$ cat src/rtl/cpu_debug_pkg.sv
// Shared debug-port encodings for the CPU and its dump host.
// Mode, status, stream tag and host state definitions.
package cpu_debug_pkg;

  localparam logic [1:0] RUN_MODE    = 2'd0;
  localparam logic [1:0] RESET_MODE  = 2'd1;
  localparam logic [1:0] UPLOAD_MODE = 2'd2;
  localparam logic [1:0] STATUS_MODE = 2'd3;

  localparam logic [1:0] STAT_ALLOK  = 2'd0;
  localparam logic [1:0] STAT_BUBBLE = 2'd1;
  localparam logic [1:0] STAT_STALL  = 2'd2;
  localparam logic [1:0] STAT_STOP   = 2'd3;

  localparam logic [1:0] KIND_MEM    = 2'd0;
  localparam logic [1:0] KIND_REG    = 2'd1;
  localparam logic [1:0] KIND_CYCLES = 2'd2;

  typedef enum logic [3:0] {
    S_IDLE,
    S_CPURST,
    S_RUN,
    S_MADDR,
    S_MWAIT,
    S_MOUT,
    S_RADDR,
    S_RWAIT,
    S_ROUT,
    S_COUT,
    S_DONE
  } host_state_e;

  function automatic logic state_busy(
    input host_state_e s
  );
    return !(s == S_IDLE || s == S_DONE);
  endfunction

endpackage

$ cat src/rtl/dump_stream_reg.sv
// Output holding register for the dump stream.
// A load always wins over the handshake that empties the slot.
module dump_stream_reg
  import cpu_debug_pkg::*;
(
  input  logic        clock,
  input  logic        reset,
  input  logic        load_i,
  input  logic [31:0] data_i,
  input  logic [1:0]  kind_i,
  input  logic        ready_i,
  output logic        valid_o,
  output logic [31:0] data_o,
  output logic [1:0]  kind_o,
  output logic        fire_o
);

  logic        valid_q, valid_d;
  logic [31:0] data_q, data_d;
  logic [1:0]  kind_q, kind_d;

  assign fire_o = valid_q && ready_i;

  always_comb begin
    valid_d = valid_q;
    data_d  = data_q;
    kind_d  = kind_q;
    if (load_i) begin
      valid_d = 1'b1;
      data_d  = data_i;
      kind_d  = kind_i;
    end else if (fire_o) begin
      valid_d = 1'b0;
    end
  end

  always_ff @(posedge clock) begin
    if (reset) begin
      valid_q <= 1'b0;
      data_q  <= '0;
      kind_q  <= KIND_MEM;
    end else begin
      valid_q <= valid_d;
      data_q  <= data_d;
      kind_q  <= kind_d;
    end
  end

  assign valid_o = valid_q;
  assign data_o  = data_q;
  assign kind_o  = kind_q;

endmodule

$ cat src/rtl/cpu_dump_host.sv
// Debug-port initiator: resets and runs the CPU, then streams
// memory, register file and the run cycle count to a sink.
module cpu_dump_host
  import cpu_debug_pkg::*;
#(
  parameter int unsigned MEM_WORDS  = 512,
  parameter int unsigned REG_COUNT  = 32,
  parameter int unsigned RST_CYCLES = 2,
  parameter logic [31:0] MAX_CYCLES = 32'hFFFF_FFFF
) (
  input  logic        clock,
  input  logic        reset,
  input  logic        start,
  output logic [1:0]  mode,
  output logic [31:0] udaddr,
  input  logic [31:0] odata,
  input  logic [1:0]  stat,
  output logic        out_valid,
  input  logic        out_ready,
  output logic [31:0] out_data,
  output logic [1:0]  out_kind,
  output logic        busy,
  output logic        done,
  output logic        timeout,
  output logic [31:0] n_cycle
);

  localparam logic [31:0] LAST_MEM = 32'(MEM_WORDS - 1);
  localparam logic [31:0] LAST_REG = 32'(REG_COUNT - 1);
  localparam logic [31:0] LAST_RST = 32'(RST_CYCLES - 1);
  localparam logic [31:0] LAST_RUN = MAX_CYCLES - 32'd1;

  host_state_e state_q, state_d;

  logic [1:0]  mode_q, mode_d;
  logic [31:0] udaddr_q, udaddr_d;
  logic [31:0] idx_q, idx_d;
  logic [31:0] rcnt_q, rcnt_d;
  logic [31:0] ncyc_q, ncyc_d;
  logic        busy_q, busy_d;
  logic        done_q, done_d;
  logic        tout_q, tout_d;

  logic        ld;
  logic [31:0] ld_data;
  logic [1:0]  ld_kind;
  logic        hs;

  logic is_stop;
  logic at_limit;
  logic last_mem;
  logic last_reg;

  assign is_stop  = (stat == STAT_STOP);
  assign at_limit = (ncyc_q == LAST_RUN);
  assign last_mem = (idx_q == LAST_MEM);
  assign last_reg = (idx_q == LAST_REG);

  always_ff @(posedge clock) begin
    if (reset) begin
      state_q <= S_IDLE;
    end else begin
      state_q <= state_d;
    end
  end

  always_comb begin
    state_d = state_q;
    unique case (state_q)
      S_IDLE, S_DONE: begin
        if (start) state_d = S_CPURST;
      end
      S_CPURST: begin
        if (rcnt_q == LAST_RST) state_d = S_RUN;
      end
      S_RUN: begin
        if (is_stop || at_limit) state_d = S_MADDR;
      end
      S_MADDR: state_d = S_MWAIT;
      S_MWAIT: state_d = S_MOUT;
      S_MOUT: begin
        if (hs) state_d = last_mem ? S_RADDR : S_MADDR;
      end
      S_RADDR: state_d = S_RWAIT;
      S_RWAIT: state_d = S_ROUT;
      S_ROUT: begin
        if (hs) state_d = last_reg ? S_COUT : S_RADDR;
      end
      S_COUT: begin
        if (hs) state_d = S_DONE;
      end
      default: state_d = S_IDLE;
    endcase
  end

  // Address and mode are set on entry to MADDR/RADDR so the CPU
  // has registered them by the MWAIT/RWAIT cycle.
  always_comb begin
    mode_d   = mode_q;
    udaddr_d = udaddr_q;
    idx_d    = idx_q;
    rcnt_d   = rcnt_q;
    ncyc_d   = ncyc_q;
    done_d   = done_q;
    tout_d   = tout_q;
    ld       = 1'b0;
    ld_data  = odata;
    ld_kind  = KIND_MEM;
    unique case (state_q)
      S_IDLE, S_DONE: begin
        if (start) begin
          done_d = 1'b0;
          tout_d = 1'b0;
          ncyc_d = '0;
          rcnt_d = '0;
          idx_d  = '0;
          mode_d = RESET_MODE;
        end
      end
      S_CPURST: begin
        rcnt_d = rcnt_q + 32'd1;
        if (rcnt_q == LAST_RST) mode_d = RUN_MODE;
      end
      S_RUN: begin
        unique case (stat)
          STAT_STOP: begin
            mode_d   = UPLOAD_MODE;
            udaddr_d = '0;
            idx_d    = '0;
          end
          STAT_ALLOK, STAT_BUBBLE, STAT_STALL: begin
            ncyc_d = ncyc_q + 32'd1;
            if (at_limit) begin
              tout_d   = 1'b1;
              mode_d   = UPLOAD_MODE;
              udaddr_d = '0;
              idx_d    = '0;
            end
          end
          default: ;
        endcase
      end
      S_MWAIT: begin
        ld      = 1'b1;
        ld_kind = KIND_MEM;
      end
      S_MOUT: begin
        if (hs) begin
          if (last_mem) begin
            idx_d    = '0;
            udaddr_d = '0;
            mode_d   = STATUS_MODE;
          end else begin
            idx_d    = idx_q + 32'd1;
            udaddr_d = idx_q + 32'd1;
          end
        end
      end
      S_RWAIT: begin
        ld      = 1'b1;
        ld_kind = KIND_REG;
      end
      S_ROUT: begin
        if (hs) begin
          if (last_reg) begin
            ld      = 1'b1;
            ld_data = ncyc_q;
            ld_kind = KIND_CYCLES;
          end else begin
            idx_d    = idx_q + 32'd1;
            udaddr_d = (idx_q + 32'd1) << 2;
          end
        end
      end
      S_COUT: begin
        if (hs) begin
          done_d = 1'b1;
          mode_d = RESET_MODE;
        end
      end
      default: ;
    endcase
  end

  assign busy_d = state_busy(state_d);

  always_ff @(posedge clock) begin
    if (reset) begin
      mode_q   <= RESET_MODE;
      udaddr_q <= '0;
      idx_q    <= '0;
      rcnt_q   <= '0;
      ncyc_q   <= '0;
      busy_q   <= 1'b0;
      done_q   <= 1'b0;
      tout_q   <= 1'b0;
    end else begin
      mode_q   <= mode_d;
      udaddr_q <= udaddr_d;
      idx_q    <= idx_d;
      rcnt_q   <= rcnt_d;
      ncyc_q   <= ncyc_d;
      busy_q   <= busy_d;
      done_q   <= done_d;
      tout_q   <= tout_d;
    end
  end

  dump_stream_reg u_out (
    .clock   (clock),
    .reset   (reset),
    .load_i  (ld),
    .data_i  (ld_data),
    .kind_i  (ld_kind),
    .ready_i (out_ready),
    .valid_o (out_valid),
    .data_o  (out_data),
    .kind_o  (out_kind),
    .fire_o  (hs)
  );

  assign mode    = mode_q;
  assign udaddr  = udaddr_q;
  assign busy    = busy_q;
  assign done    = done_q;
  assign timeout = tout_q;
  assign n_cycle = ncyc_q;

endmodule

$ cat config.mk
export PLATFORM = sky130hd
export DESIGN_NAME = cpu_dump_host
export DESIGN_NICKNAME = d
export VERILOG_FILES = /design/src/rtl/cpu_debug_pkg.sv /design/src/rtl/dump_stream_reg.sv /design/src/rtl/cpu_dump_host.sv
export SDC_FILE = /design/constraint.sdc
export NUM_CORES = 1
export LEC_CHECK = 0
export BUFFER_PORTS_ARGS = -buffer_cell sky130_fd_sc_hd__buf_2
export CORE_MARGIN = 3
export CORE_UTILIZATION = 28
export CTS_CLUSTER_SIZE = 12
export DETAILED_ROUTE_END_ITERATION = 6
export PLACE_DENSITY = 0.44
export SLEW_MARGIN = 20
export SYNTH_ARGS = -nofsm -noshare
export SYNTH_HDL_FRONTEND = slang
export SYNTH_SLANG_ARGS = --single-unit
export TNS_END_PERCENT = 30
$ cat constraint.sdc
create_clock -name clock -period 3.9 [get_ports clock]
set_input_delay 0.975 -clock clock [delete_from_list [all_inputs] [get_ports clock]]
set_output_delay 0.975 -clock clock [all_outputs]
set_load 0.01 [all_outputs]
==> out/results.ini <==
[status]
status = finished clean

[power_and_ir_drop]
vdd_drop_max_mv = 0.321
p_seq_share_pct = 46.7
intPower_mw = 2.81
power.share.switching_pct = 26.5
p_comb_share_pct = 6.8
p_per_area_nw_per_um2 = 344
leakagePower_nw = 3.86
p_clk_share_pct = 46.5
p_sw_mw = 1.01

[detailed_routing]
drc_errors = 0
avgRoutedWirePerCell_um = 18.9
drt_first_pass_iters = 5
drt_wl_total_um = 33000
drt_iter0_drc = 735
vias = 9394
postRouteAntennaNets = 0
via_per_inst = 5.39

[synth]
synth-warning-count = 0
netlist_instances = 1196
synth_top_area_share_pct = 36.8
async_flop_share_pct = 0
synth_area_leaders = dfxtp_1 37%, nor2_1 5.9%, a21oi_1 5.3%
syn_area_per_cell_sq_um = 7.83
syn_nets = 1239
synth_ff_type = dfxtp_1
synth_seq_cells = 172
ys_types = 73
synth_most_common_cell = dfxtp_1
synth-edff-count = 0
yosysSeqAreaShare_pct = 36.8
yosysTopAreaCell = dfxtp_1
synth_area_sq_um = 9370
synth_commonest_cells = 172 x dfxtp_1, 146 x nor2_1, 99 x a21oi_1, 88 x clkbuf_1, 85 x nand2_1

[setup_path]
critPathSlowestCell = nor2_1
crit_fanout = 17
cp_top_family = simple AND/OR/NAND/NOR gates
cp-start-kind = flip-flop
critical_path_arrival_ns = 3.69
r2r_cells = 7
r2r-start = idx_q[0]$_SDFFE_PP0P_
worst-path-buf-inv = 0
r2r_slack_ns = 0.48
end_kind = flip-flop
critPathMostFrequentCell = and4_1
worstSetupPathType = flip-flop to flip-flop
worstPathRequired_ns = 4.17
r2r_end = udaddr[11]$_SDFFE_PP0P_
cp_cell_sequence = ha_1, and4_1, and4_1, a21oi_1, o2bb2ai_4, nor2_1, a311oi_1
critPathMaxStageDelay_ns = 0.83

[cells_and_area]
antenna_cells = 0
drive_gt1_share_pct = 18.1
nFillCells = 3498
nets = 1331
synthToLayoutAreaGrowth_pct = 18.7

[sta]
hold_viol_final = 0
period_share_pct = 87.7
report.final.setup_viol = 0
hold_slack_ns = 0.455
relSlewSlack_pct = 34.1
layout_min_cycle_time_ns = 3.42
finClkSkew_ns = 0.0145
rsz0062_at_grt = false
maxSlewViolCount = 0
tns_ns = 0
worst_pin_slew_ns = 0.985
max_freq_ghz = 0.292

[floorplanning]
die_area_sq_um = 35700
die_w_um = 189
core_sq_um = 32800
row_count = 66
pin_count = 142
chipHeight_um = 189
initial_core_util_pct = 28.6

[min_path]
hp-class = flip-flop to flip-flop
whs_path_depth = 2
hold_end = u_out.kind_o[1]$_SDFFE_PP0P_
min_from = u_out.kind_o[1]$_SDFFE_PP0P_

[clock_network]
cts_root_buffer = clkbuf_16
postCtsHoldBufs = 0
clock_path_buffers = 2
cts_setup_buffers = 0
cts_sinks = 172
cts_resized = 0
clock_latency_ns = 0.45
cts_tree = built
clk_pin_slew_ns = 0.08
htree_levels = 4
numCtsBuffers = 17

[global_route]
globalRouteOverflowTotal = 0
grt_pass1_vias = 8866
grt_pass1_wl_um = 52400
antenna_found_initial = 0
grt_max_degree = 50
track_usage_pct = 18.3

[place]
gp_congestion = 0.850
dpl.hpwl_um = 22300
portBuffers = 141

[flow_run]
maxCapViolCount = 0

## power by group through the flow
stage	Sequential [mW]	Clock, mW	Combinational (mW)
global placement	1.83	0	0.263
finish	1.79	1.78	0.260
floorplan	1.82	0	0.164
global route	1.79	1.90	0.286
detailed placement	1.83	0	0.261
CTS	1.79	1.84	0.262
## registers in the layout, indices dropped and copies added, names as in the netlist
name and flops:
mode 2, state_q 4, u_out.kind_o 2, done 1, timeout 1, n_cycle 32, idx_q 32, busy 1
rcnt_q 32, u_out.data_o 32, u_out.valid_o 1, udaddr 32
## worst min-delay path: cells and delay by family, from the launching register on
kind	cells	cell delay (ns)
compound gates	1	0.05
flops	1	0.31
simple gates	1	0.05
## cell families (layout without fill, tap and decap cells)
family,count (synthesis),count (layout),share of synthesized area [%]
compound gates,305,305,21.8
xor+xnor,51,51,4.77
fa+ha+maj,5,5,0.668
buf+inv,124,228,5.18
flops,172,172,36.8
mux,12,12,1.42
simple gates,527,527,29.4
## stage by stage
step	worst slack, ns	utilization, %	area, sq um	instances	total power [mW]
CTS	0.510	33.9	11100	1742	3.88
global route	0.301	33.9	11100	1742	3.97
detailed placement	0.543	32.1	10500	1711	2.09
floorplan	1.30	-	9370	1196	1.99
finish	0.480	33.9	11100	1742	3.82
global placement	0.666	32.1	10500	1711	2.09
## per-layer routing
metal / vias to the layer above / GRT usage, % / wire length [um]
met4: 0 / 5.18 / 559
met5: - / 0 / 0
met2: 210 / 29.2 / 15400
met1: 4497 / 25.6 / 15700
met3: 32 / 2.72 / 1280
li1: 4655 / - / -
## worst max-delay path by stage
stage                           from                      end  slack, ns  depth (start not counted)
6_report       idx_q[0]$_SDFFE_PP0P_  udaddr[11]$_SDFFE_PP0P_       0.48                          7
3_3_place_gp   idx_q[0]$_SDFFE_PP0P_   udaddr[9]$_SDFFE_PP0P_       0.67                          7
2_1_floorplan  idx_q[0]$_SDFFE_PP0P_   idx_q[24]$_SDFFE_PP0P_       1.30                         11
5_1_grt        idx_q[0]$_SDFFE_PP0P_  udaddr[11]$_SDFFE_PP0P_       0.30                          7
3_5_place_dp   idx_q[0]$_SDFFE_PP0P_   udaddr[4]$_SDFFE_PP0P_       0.54                          7
4_1_cts        idx_q[0]$_SDFFE_PP0P_   udaddr[4]$_SDFFE_PP0P_       0.51                          7
## final cells by class
cell class	instances	area [sq um]	area share (%)
multi-input combinational	900	5480	49.3
inverter	24	90.1	0.810
tap	442	553	4.97
clock buffer	17	425	3.83
timing repair buffer	173	961	8.64
sequential	172	3440	31.0
clock inverter	14	161	1.45
## layout by cell type, fill, tap and decap left out, types with 32 or more instances in the layout
master and n:
nor2_1 146, nand3_1 53, nand2_1 85, buf_2 140
a21oi_1 99, o21ai_0 44, buf_4 32, o221ai_1 32
nor3_1 40, nor4_1 37, nand4_1 50, dfxtp_1 172
(Power assumes the default switching activity.)
